==> src/rtl/stw_test_sequencer.sv <==
// Stop-the-World self-test initiator: applies four fixed MAC vectors to the systolic array
// and folds the per-PE pass/fail results into a sticky fault map for the repair logic.
module stw_test_sequencer #(
    parameter int unsigned ROWS      = 3,
    parameter int unsigned COLS      = 3,
    parameter int unsigned WORD_SIZE = 16,
    parameter int unsigned TIMEOUT   = 64
) (
    input  logic                   clk,
    input  logic                   rst,
    input  logic                   start,
    output logic                   busy,
    output logic                   done,
    output logic [1:0]             vector_idx,
    output logic [ROWS*COLS-1:0]   fault_map,
    output logic                   any_fault,
    output logic                   timeout_err,
    output logic                   STW_test_load_en,
    output logic [WORD_SIZE-1:0]   STW_mult_op1,
    output logic [WORD_SIZE-1:0]   STW_mult_op2,
    output logic [WORD_SIZE-1:0]   STW_add_op,
    output logic [WORD_SIZE-1:0]   STW_expected,
    output logic                   STW_start,
    input  logic                   STW_complete,
    input  logic [ROWS*COLS-1:0]   STW_result_mat
);

    localparam int unsigned NumPe = ROWS * COLS;
    localparam int unsigned CntW  = (TIMEOUT > 1) ? $clog2(TIMEOUT) : 1;

    typedef enum logic [2:0] {StIdle, StLoad, StFire, StWait, StAccum, StDone} state_e;

    state_e               state_q, state_d;
    logic [1:0]           idx_q, idx_d;
    logic [CntW-1:0]      cnt_q, cnt_d;
    logic [NumPe-1:0]     fault_map_q, fault_map_d;
    logic                 timeout_err_q, timeout_err_d;
    logic                 busy_q, busy_d;
    logic                 done_q, done_d;
    logic                 load_en_q, load_en_d;
    logic                 fire_q, fire_d;
    logic [WORD_SIZE-1:0] op1_q, op1_d, op2_q, op2_d, add_q, add_d, exp_q, exp_d;

    always_comb begin
        state_d       = state_q;
        idx_d         = idx_q;
        cnt_d         = cnt_q;
        fault_map_d   = fault_map_q;
        timeout_err_d = timeout_err_q;
        unique case (state_q)
            StIdle: begin
                if (start) begin
                    fault_map_d   = '0;
                    timeout_err_d = 1'b0;
                    idx_d         = 2'd0;
                    state_d       = StLoad;
                end
            end
            StLoad: state_d = StFire;
            StFire: begin
                cnt_d   = '0;
                state_d = StWait;
            end
            StWait: begin
                if (STW_complete) begin
                    state_d = StAccum;
                end else if (cnt_q == CntW'(TIMEOUT - 1)) begin
                    timeout_err_d = 1'b1;
                    fault_map_d   = '1;
                    state_d       = StDone;
                end else begin
                    cnt_d = cnt_q + 1'b1;
                end
            end
            StAccum: begin
                fault_map_d = fault_map_q | ~STW_result_mat;
                if (idx_q == 2'd3) begin
                    state_d = StDone;
                end else begin
                    idx_d   = idx_q + 2'd1;
                    state_d = StLoad;
                end
            end
            StDone: state_d = StIdle;
            default: state_d = StIdle;
        endcase
    end

    // Outputs are registered from the next state so they line up with state_q.
    always_comb begin
        busy_d    = (state_d != StIdle);
        done_d    = (state_d == StDone);
        load_en_d = (state_d == StLoad);
        fire_d    = (state_d == StFire);
        op1_d     = '0;
        op2_d     = '0;
        add_d     = '0;
        exp_d     = '0;
        if (state_d inside {StLoad, StFire, StWait, StAccum}) begin
            unique case (idx_d)
                2'd0: begin
                    op1_d = WORD_SIZE'(5);
                    op2_d = WORD_SIZE'(7);
                    add_d = WORD_SIZE'(2);
                    exp_d = WORD_SIZE'(37);
                end
                2'd1: ;
                2'd2: begin
                    op1_d = '1;
                    op2_d = WORD_SIZE'(1);
                    exp_d = '1;
                end
                2'd3: begin
                    op1_d = '1;
                    op2_d = '1;
                    add_d = '1;
                end
                default: ;
            endcase
        end
    end

    always_ff @(posedge clk) begin
        if (rst) begin
            state_q       <= StIdle;
            idx_q         <= 2'd0;
            cnt_q         <= '0;
            fault_map_q   <= '0;
            timeout_err_q <= 1'b0;
            busy_q        <= 1'b0;
            done_q        <= 1'b0;
            load_en_q     <= 1'b0;
            fire_q        <= 1'b0;
            op1_q         <= '0;
            op2_q         <= '0;
            add_q         <= '0;
            exp_q         <= '0;
        end else begin
            state_q       <= state_d;
            idx_q         <= idx_d;
            cnt_q         <= cnt_d;
            fault_map_q   <= fault_map_d;
            timeout_err_q <= timeout_err_d;
            busy_q        <= busy_d;
            done_q        <= done_d;
            load_en_q     <= load_en_d;
            fire_q        <= fire_d;
            op1_q         <= op1_d;
            op2_q         <= op2_d;
            add_q         <= add_d;
            exp_q         <= exp_d;
        end
    end

    assign busy             = busy_q;
    assign done             = done_q;
    assign vector_idx       = idx_q;
    assign fault_map        = fault_map_q;
    assign any_fault        = |fault_map_q;
    assign timeout_err      = timeout_err_q;
    assign STW_test_load_en = load_en_q;
    assign STW_start        = fire_q;
    assign STW_mult_op1     = op1_q;
    assign STW_mult_op2     = op2_q;
    assign STW_add_op       = add_q;
    assign STW_expected     = exp_q;

endmodule

==> config.mk <==
export PLATFORM = sky130hd
export DESIGN_NAME = stw_test_sequencer
export DESIGN_NICKNAME = d
export VERILOG_FILES = /design/src/rtl/stw_test_sequencer.sv
export SDC_FILE = /design/constraint.sdc
export NUM_CORES = 1
export LEC_CHECK = 0
export BUFFER_PORTS_ARGS = -buffer_cell sky130_fd_sc_hd__clkbuf_2
export CORE_ASPECT_RATIO = 1.4
export CORE_UTILIZATION = 36
export CTS_BUF_LIST = sky130_fd_sc_hd__clkbuf_8
export CTS_CLUSTER_DIAMETER = 120
export DETAILED_ROUTE_END_ITERATION = 10
export GPL_ROUTABILITY_DRIVEN = 0
export PLACE_DENSITY = 0.66
export SKIP_CTS_REPAIR_TIMING = 1
export SYNTH_ARGS = -nofsm -noshare
export SYNTH_HDL_FRONTEND = slang
export SYNTH_SLANG_ARGS = --single-unit
==> constraint.sdc <==
create_clock -name clk -period 6.12 [get_ports clk]
set_clock_uncertainty 0.1 [all_clocks]
set_input_delay 0.612 -clock clk [delete_from_list [all_inputs] [get_ports clk]]
set_output_delay 0.612 -clock clk [all_outputs]
set_load 0.02 [all_outputs]
==> results.md, run 1 <==
* IO Port Bufs at 93
* Ys async rst share at 0%
* First-pass GRT wire length at 4864 um
* Synth cell types at 41
* Slowest cell delay on critical path at 0.40 ns
* Vias in the first global route at 1085
* Final Critical Period at 2.195 ns
* GR Util met1 at 14.71%
* I/O pins at 94
* Vias per std cell at 4.724
* Largest net degree at the start of global routing at 29
* Sum of buffers and inverters on the critical path at 1
* Clock tree buffer depth at 2
* Final setup viols at 0
* Top_reg_cell synth: dfxtp_1
* Post-route clock period utilization at 35.87%
* Post-Route WL at 3261 um
* Syn avg cell area at 9.122 um^2
* Clock Root Buffer: clkbuf_8
* Dpl cell area at 1871 um^2
* Dpl hpwl at 2519 um
* Fill cells at 513
* Fin area at 1958 um^2
* Final Hold Vio Count at 0
* Post-Syn Nets at 214
* Antenna cells at 0
* Largest area contributor in the netlist: dfxtp_1
* Post-synth EDFFs at 0
* Yosys synthesis warning count at 0
* Seq. cell area at 620.6 um^2
* Max-slew headroom at 52.59%
* Met2 Use GR at 20.14%
* Routed Antenna Nets at 0
* Crit-path max FO at 12
* Reg clk slew, reported paths at 0.06 ns
* CTS tree: built
* Grt met3 use at 3.811%
* Synth Instances at 196
* Initial antenna violation count at 0
* Busiest grt layer: met2
* Peak VDD IR at 102.8 uV
* GRT Util Overall at 12.73%
* Routed via count at 1403
* CP Class: reg -> reg
* Run status: finished, final reports clean
* 1st-pass router iterations at 5
* CP cell instances: nor2_1 -> o21ai_1 -> a2bb2oi_1 -> inv_1 -> ha_1 -> nor4b_1
* Initial DRC Count at 35
* Chip height at 85.39 um
* CTS Sinks at 31
* Peak Freq at 0.4555 GHz
* Fin Setup TNS at 0 ns
* Area occupied by multi-input gates at 689.4 um^2
* Clock Latency Late Sink at 0.28 ns
* Power density cells at 236.6 nW/um^2
* CP Capture Type: register
* Initial core utilization at 37.21%
* FP Rows at 30
* CORE AREA at 4805 um^2
* DRC violations left at 0
* RSZ-0062 raised after global routing: no
* Worst-margin pin slew at 0.7102 ns
* Die area at 5256 um^2
* Synth top area cells: dfxtp_1 35%, buf_4 24%, o221a_2 5.7%
* Yosys reg bits at 31
* Max-cap viol count at 0
* Post-synth top area share at 34.71%
* Fraction of layout cells with a size suffix above 1 at 49.79%
* Num CTS Buffers at 5
* CP max stage cell: dfxtp_1
* Wire per inst at 10.98 um
* Top Family by Delay on Critical Path: simple AND/OR/NAND/NOR gates
* Worst hold-check path type: reg -> reg
* Sequential fraction of the synthesis area at 34.71%
* Mapped Area at 1788 um^2
* H-tree levels at 2
* Startpoint types: register
* Worst EP required at 6.21 ns
* # nets final at 251
* Gr ovfl total at 0
* Leakage at 1.009 nW
* Critical Path AT at 2.28 ns
* Slew Limit Fails at 0
* Die width at 61.56 um
* Area growth syn-to-layout at 9.517%
[final timing paths]
path,from,to,slack [ns],cells after the start
min,timeout_err,timeout_err,0.37,1
min reg2reg,timeout_err,timeout_err,0.37,1
max reg2reg,state_q[0],STW_mult_op1[14],3.92,6
max,state_q[0],STW_mult_op1[14],3.92,6
[flip-flops by register name, summed over array words and instances (netlist names)]
register and flops:
state_q 3, busy 1, STW_expected 2, STW_add_op 2
STW_mult_op1 2, STW_start 1, STW_test_load_en 1, cnt_q 6
vector_idx 2, timeout_err 1, done 1, fault_map 9
[cell families (layout without fill, tap and decap cells)]
group / count (synthesis) / in the layout / share of synthesized area (%)
xor+xnor: 1 / 1 / 0.4899
flops: 31 / 31 / 34.71
buf+inv: 67 / 104 / 26.73
simple gates: 52 / 52 / 16.02
fa+ha+maj: 5 / 5 / 3.499
compound gates: 40 / 40 / 18.54
[worst register-to-register path, cell delays in order, from the launching register on]
cell and delay, ns:
dfxtp_1 0.40, nor2_1 0.37, o21ai_1 0.26, a2bb2oi_1 0.36
inv_1 0.11, ha_1 0.23, nor4b_1 0.27
[through the flow]
stage                     utilization, %  setup slack (ns)  hold WS [ns]  total power [mW]  std cells
after floorplan                        -             4.168        0.3586            0.2898        196
after global placement             38.93             3.944        0.3615            0.3112        290
after detailed placement           38.93             3.953        0.3579            0.3111        290
after CTS                          40.76             3.922        0.3741            0.4706        297
after global routing               40.76             3.669        0.3910            0.4889        297
final                              40.76             3.925        0.3664            0.4632        297
[metal layers]
metal | routed length [um] | share of wire, % | up-vias
met5 | 0 | 0 | -
met4 | 81 | 2.5 | 0
met3 | 214 | 6.6 | 6
met2 | 1609 | 49 | 53
met1 | 1356 | 42 | 642
li1 | - | - | 702
[report_power, final]
part | internal [mW] | switching, mW | leakage, nW
sequential | 0.213 | 0.0106 | 0.253
combinational | 0.0319 | 0.0508 | 0.709
clock | 0.0879 | 0.0694 | 0.0470
[area by class of cell]
cell class	instances	area share, %
clock buffer	6	4.217
clock inverter	1	0.2556
multi-input combinational	98	35.21
tap	64	4.089
timing repair buffer	93	23.77
sequential	31	31.69
inverter	4	0.7668
[Yosys cell counts, types with 2 or more instances]
| cell | number |
|---|---|
| o21a_1 | 3 |
| clkbuf_1 | 3 |
| a21oi_1 | 7 |
| nor3_1 | 5 |
| inv_1 | 4 |
| o21ai_0 | 5 |
| buf_4 | 58 |
| a2bb2oi_1 | 3 |
| or3_1 | 5 |
| nand3_1 | 5 |
| nor2_1 | 14 |
| o221a_2 | 9 |
| ha_1 | 5 |
| nand2b_1 | 9 |
| and2_1 | 2 |
| nand2_1 | 4 |
| dfxtp_1 | 31 |
[cells in the final DEF, fill, tap and decap left out, drive strengths merged]
cell	n
nor4b	1
nand3	5
and2	2
nand4	1
nor3	5
nand2	4
clkbuf	99
a221o	1
a21boi	1
a311oi	1
o21ai	7
a32oi	1
nand2b	10
o21bai	1
dfxtp	31
a31o	1
ha	5
or3	5
a22oi	1
xnor2	1
a21oi	7
a22o	1
and3	2
nor4	1
nor2	14
inv	4
o21a	3
a211oi	1
nor3b	1
and3b	1
a31oi	1
a2111oi	1
clkinv	1
a2bb2oi	3
o221a	9
Note: power is estimated with default switching activity, not from simulation.
==> run 2: changes to the inputs <==
Settings changed: ABC_AREA set to 1, PLACE_DENSITY 0.66 to 0.67.
Clock period 6.12 ns to 2 ns, I/O delays scaled along.
==> run 2 against run 1 <==
  * First-iteration DRC count fell by 54%
  * Worst setup slack got worse by 3.7 ns
  * Combinational power grew to 6.4 times the previous value
  * Via count grew 20%
  * Design area increased by 11%
  * Worst hold slack got worse by 0.19 ns
  * Critical path type unchanged
==> results.md, run 2 <==
* Run status: finished, final reports clean
* Most common cell after layout, fill and taps aside: clkbuf_2
* Initial DRC Count at 16
* Post-synth EDFFs at 0
* H-tree levels at 2
* Synth cell types at 32
* Power density cells at 884.9 nW/um^2
* Die width at 64.43 um
* Clock Latency Late Sink at 0.28 ns
* Commonest cells after routing, fill and taps aside: 93 x clkbuf_2, 58 x nor2_1, 31 x dfxtp_1, 27 x inv_1, 27 x nand2_1
* Max-slew headroom at 53.38%
* Post-Route WL at 3709 um
* Initial antenna violation count at 0
* Worst hold-check path type: in -> reg
* Num CTS Buffers at 5
* Clock tree buffer depth at 2
* Post-route clock period utilization at 88.50%
* IO Port Bufs at 93
* Crit path top cell by count: nor2_1
* Synth top area cells: dfxtp_1 32%, buf_4 22%, nor2_1 11%
* Chip height at 89.40 um
* Antenna cells at 0
* Startpoint types: register
* Syn avg cell area at 7.196 um^2
* Critical Path AT at 1.85 ns
* Routed Antenna Nets at 0
* Fraction of layout cells with a size suffix above 1 at 38.14%
* # nets final at 329
* CTS Sinks at 31
* Sum of buffers and inverters on the critical path at 1
* Area growth syn-to-layout at 11.02%
* Synth Instances at 273
* Fin Setup TNS at 0 ns
* Sequential fraction of the synthesis area at 31.59%
* Core Util, Final at 41.96%
* RSZ-0062 raised after global routing: no
* 1st-pass router iterations at 4
* Wire per inst at 9.812 um
* DRC violations left at 0
* Final Hold Vio Count at 0
* Max-cap viol count at 0
* Slowest cell delay on critical path at 0.35 ns
* First-pass GRT wire length at 6196 um
* I/O pins at 94
* Final Critical Period at 1.770 ns
* Worst EP required at 2.08 ns
* CTS tree: built
* Largest net degree at the start of global routing at 29
* Yosys synthesis warning count at 0
* Gr ovfl total at 0
* Yosys reg bits at 31
* Ys async rst share at 0%
* Peak VDD IR at 539.1 uV
* CP cell instances: ha_1 -> nand2_1 -> nor2_1 -> nand2_1 -> nor2_8 -> o21ai_4 -> inv_2 -> nor2_1 -> nor2_1
* Vias per std cell at 4.444
* Mapped Area at 1964 um^2
* Design Power at 1.930 mW
* Top Family by Delay on Critical Path: simple AND/OR/NAND/NOR gates
* Routed via count at 1680
* GRT Util Overall at 13.90%
* Commonest cells post-synth: 58 x buf_4, 58 x nor2_1, 31 x dfxtp_1
* Initial core utilization at 37.79%
* Final setup viols at 0
* Post-synth top area share at 31.59%
* Die area at 5760 um^2
* Top_reg_cell synth: dfxtp_1
* FP Rows at 31
* Largest area contributor in the netlist: dfxtp_1
* CP Capture Type: register
* Dpl hpwl at 2907 um
* Peak Freq at 0.5650 GHz
* WHS at 0.1760 ns
* Leakage at 1.234 nW
* Worst-margin pin slew at 0.6984 ns
* Slew Limit Fails at 0
* Largest register FFs at 9
* CP max stage cell: dfxtp_1
* Clock Root Buffer: clkbuf_8
* Vias in the first global route at 1426
* CP Class: reg -> reg
* Crit-path max FO at 11
* Reg clk slew, reported paths at 0.07 ns
* Post-Syn Nets at 291
* CORE AREA at 5197 um^2
-- run 2: changes by cell type in the layout (fill, tap and decap cells not counted), sizes merged, moves of 5 or more --
cell	before	now
inv	4	31
nand2	4	31
nand2b	10	0
nand3	5	10
nor2	14	62
o21ai	7	24
o221a	9	0
or3	5	0
-- run 2: report_power, final --
part | leakage (nW) | total, mW | switching [mW] | internal (mW)
combinational | 0.919 | 0.527 | 0.353 | 0.174
clock | 0.0612 | 0.635 | 0.232 | 0.403
sequential | 0.254 | 0.768 | 0.0737 | 0.695
-- run 2: worst paths after layout --
| path | start | end | slack (ns) | cells after the start |
|---|---|---|---|---|
| worst max-delay path | cnt_q[0] | fault_map[5] | 0.23 | 9 |
| worst max register to register | cnt_q[0] | fault_map[5] | 0.23 | 9 |
| worst min register to register | cnt_q[2] | cnt_q[2] | 0.39 | 2 |
| worst min-delay path | start | timeout_err | 0.18 | 4 |
-- run 2: through the flow --
stage               instances  instance area, um^2  setup WS [ns]
floorplan                 273                 1964         0.2094
global route              378                 2181        0.03030
CTS                       378                 2173        0.08742
global placement          370                 2056         0.1599
finish                    378                 2181         0.2301
detailed placement        370                 2056        0.09994
-- run 2: cells by family after synthesis --
family	count (synthesis)	synth area share [%]
xor+xnor	2	0.8919
simple gates	108	25.73
compound gates	33	9.045
flops	31	31.59
buf+inv	94	29.55
fa+ha+maj	5	3.185
-- run 2: tightest hold or removal path, cell delays in order --
cell	delay, ns
clkbuf_2	0.10
nand3_1	0.10
nand2_1	0.07
nor2_1	0.04
-- run 2: final cells by class --
class	instances	area, um^2
Inverter	31	116.4
Sequential cell	31	620.6
Timing Repair Buffer	94	473.0
Fill cell	568	3017
Clock buffer	6	82.58
Clock inverter	2	35.03
Tap cell	66	82.58
Multi-Input combinational cell	148	770.7
-- run 2: per-layer routing --
| layer | wire length, um | share of wire (%) | GRT usage (%) |
|---|---|---|---|
| met2 | 1807 | 49 | 24.98 |
| met3 | 266 | 7.2 | 3.827 |
| met5 | 0 | 0 | 0 |
| met1 | 1531 | 41 | 14.65 |
| met4 | 103 | 2.8 | 7.677 |
==> run 3: changes to the inputs <==
Settings changed: CORE_UTILIZATION 36 to 30, PLACE_DENSITY 0.67 to not set.
==> run 3 against run 2 <==
  * Critical path depth unchanged
  * Register-to-register slack better by 0.04 ns
  * Die area grew 19%
  * Critical path type unchanged
==> results.md, run 3 (same netlist as run 2, synthesis figures left out) <==
* GRT Util Overall at 11.37%
* Leakage at 1.251 nW
* CP Class: reg -> reg
* Post-Route WL at 3776 um
* Crit-path max FO at 9
* DRC violations left at 0
* Initial antenna violation count at 0
* CP cell instances: ha_1 -> nand2_1 -> nor2_1 -> nand2_1 -> nor2_8 -> o21ai_2 -> inv_2 -> nor2_1 -> nor2_1
* Worst hold stages at 4
* Top Family by Delay on Critical Path: simple AND/OR/NAND/NOR gates
* 1st-pass router iterations at 4
* Peak Freq at 0.5775 GHz
* Fill cells at 651
* Antenna cells at 0
* CP max stage cell: dfxtp_1
* Worst-margin pin slew at 0.7016 ns
* Power density cells at 875.3 nW/um^2
* Crit path top cell by count: nor2_1
* CTS tree: built
* Die area at 6880 um^2
* Initial core utilization at 31.41%
* Final setup viols at 0
* Critical Path AT at 1.82 ns
* Clock Root Buffer: clkbuf_8
* Wire per inst at 9.732 um
* FP Rows at 34
* Hold Crit Endpoint: timeout_err
* Clock Latency Late Sink at 0.29 ns
* Area growth syn-to-layout at 12.55%
* Worst hold-check path type: in -> reg
* Gr ovfl total at 0
* IO Port Bufs at 93
* RR Endpoint: fault_map[0]
* First-pass GRT wire length at 6258 um
* Worst EP required at 2.09 ns
* Slew Limit Fails at 0
* Num CTS Buffers at 5
* Slowest cell delay on critical path at 0.35 ns
* Most common cell after layout, fill and taps aside: clkbuf_2
* Largest register FFs at 9
* Peak VDD IR at 562.8 uV
* Commonest cells after routing, fill and taps aside: 93 x clkbuf_2, 58 x nor2_1, 31 x dfxtp_1, 27 x inv_1, 27 x nand2_1
* Fraction of layout cells with a size suffix above 1 at 38.92%
* Initial DRC Count at 49
* I/O pins at 94
* Die width at 70.39 um
* Final Critical Period at 1.732 ns
* Final Hold Vio Count at 0
* Clock tree buffer depth at 2
* Startpoint types: register
* Run status: finished, final reports clean
* Max-slew headroom at 53.16%
* CP Capture Type: register
* Core Util, Final at 35.35%
* Hold_sp: start
* RSZ-0062 raised after global routing: no
* Routed Antenna Nets at 0
* CTS Sinks at 31
* Vias in the first global route at 1390
* FF-to-FF setup slack at 0.27 ns
* Chip height at 97.75 um
* Max-cap viol count at 0
* Worst-case reg-to-reg path depth at 9
* CORE AREA at 6254 um^2
* Worst r2r src: cnt_q[0]
* H-tree levels at 2
* Fin Setup TNS at 0 ns
* Post-route clock period utilization at 86.58%
* Reg clk slew, reported paths at 0.07 ns
* Area occupied by multi-input gates at 763.2 um^2
* # nets final at 333
* Vias per std cell at 4.351
* Dpl hpwl at 2995 um
* Seq. cell area at 620.6 um^2
* Sum of buffers and inverters on the critical path at 1
* Routed via count at 1688
* Largest net degree at the start of global routing at 29
-- run 3: how the worst max path moves through the flow --
stage	start	end	slack [ns]	depth (start not counted)
final	cnt_q[0]	fault_map[0]	0.27	9
after global routing	cnt_q[0]	fault_map[0]	0.08	9
after CTS	cnt_q[0]	fault_map[2]	0.26	9
after detailed placement	cnt_q[0]	fault_map[1]	0.27	9
after global placement	state_q[0]	fault_map[0]	0.30	8
after floorplan	state_q[0]	STW_mult_op1[14]	0.21	9
-- run 3: per-stage QoR --
step / instances / power (mW) / worst slack, ns / cell area [um^2] / hold WS, ns
5_1_grt: 388 / 2.050 / 0.07545 / 2211 / 0.2048
3_5_place_dp: 380 / 1.315 / 0.2686 / 2093 / 0.3744
6_report: 388 / 1.935 / 0.2683 / 2211 / 0.1834
3_3_place_gp: 380 / 1.312 / 0.2980 / 2093 / 0.3697
2_1_floorplan: 273 / 1.183 / 0.2094 / 1964 / 0.1691
4_1_cts: 388 / 1.961 / 0.2624 / 2211 / 0.1648
-- run 3: final cells by class --
cell class                 instances  area share, %
timing repair buffer              98          22.75
multi-input combinational        148          34.52
sequential                        31          28.07
clock inverter                     2          1.585
inverter                          31          5.263
tap                               72          4.075
clock buffer                       6          3.735
-- run 3: tightest hold or removal path: cells and delay by family --
family        cells  cell delay, ns
simple gates      3            0.22
buf+inv           1            0.10
-- run 3: where the power goes --
part | internal [mW] | leakage (nW) | switching (mW) | total [mW]
Clock | 0.403 | 0.0612 | 0.233 | 0.635
Sequential | 0.695 | 0.254 | 0.0756 | 0.770
Combinational | 0.180 | 0.936 | 0.350 | 0.529
-- run 3: metal layers --
layer	share of wire [%]	vias to the layer above	global-route usage, %
met3	9.3	10	4.128
met1	40	709	11.99
li1	-	871	-
met5	0	-	0
met4	2.6	0	6.308
met2	48	98	19.34
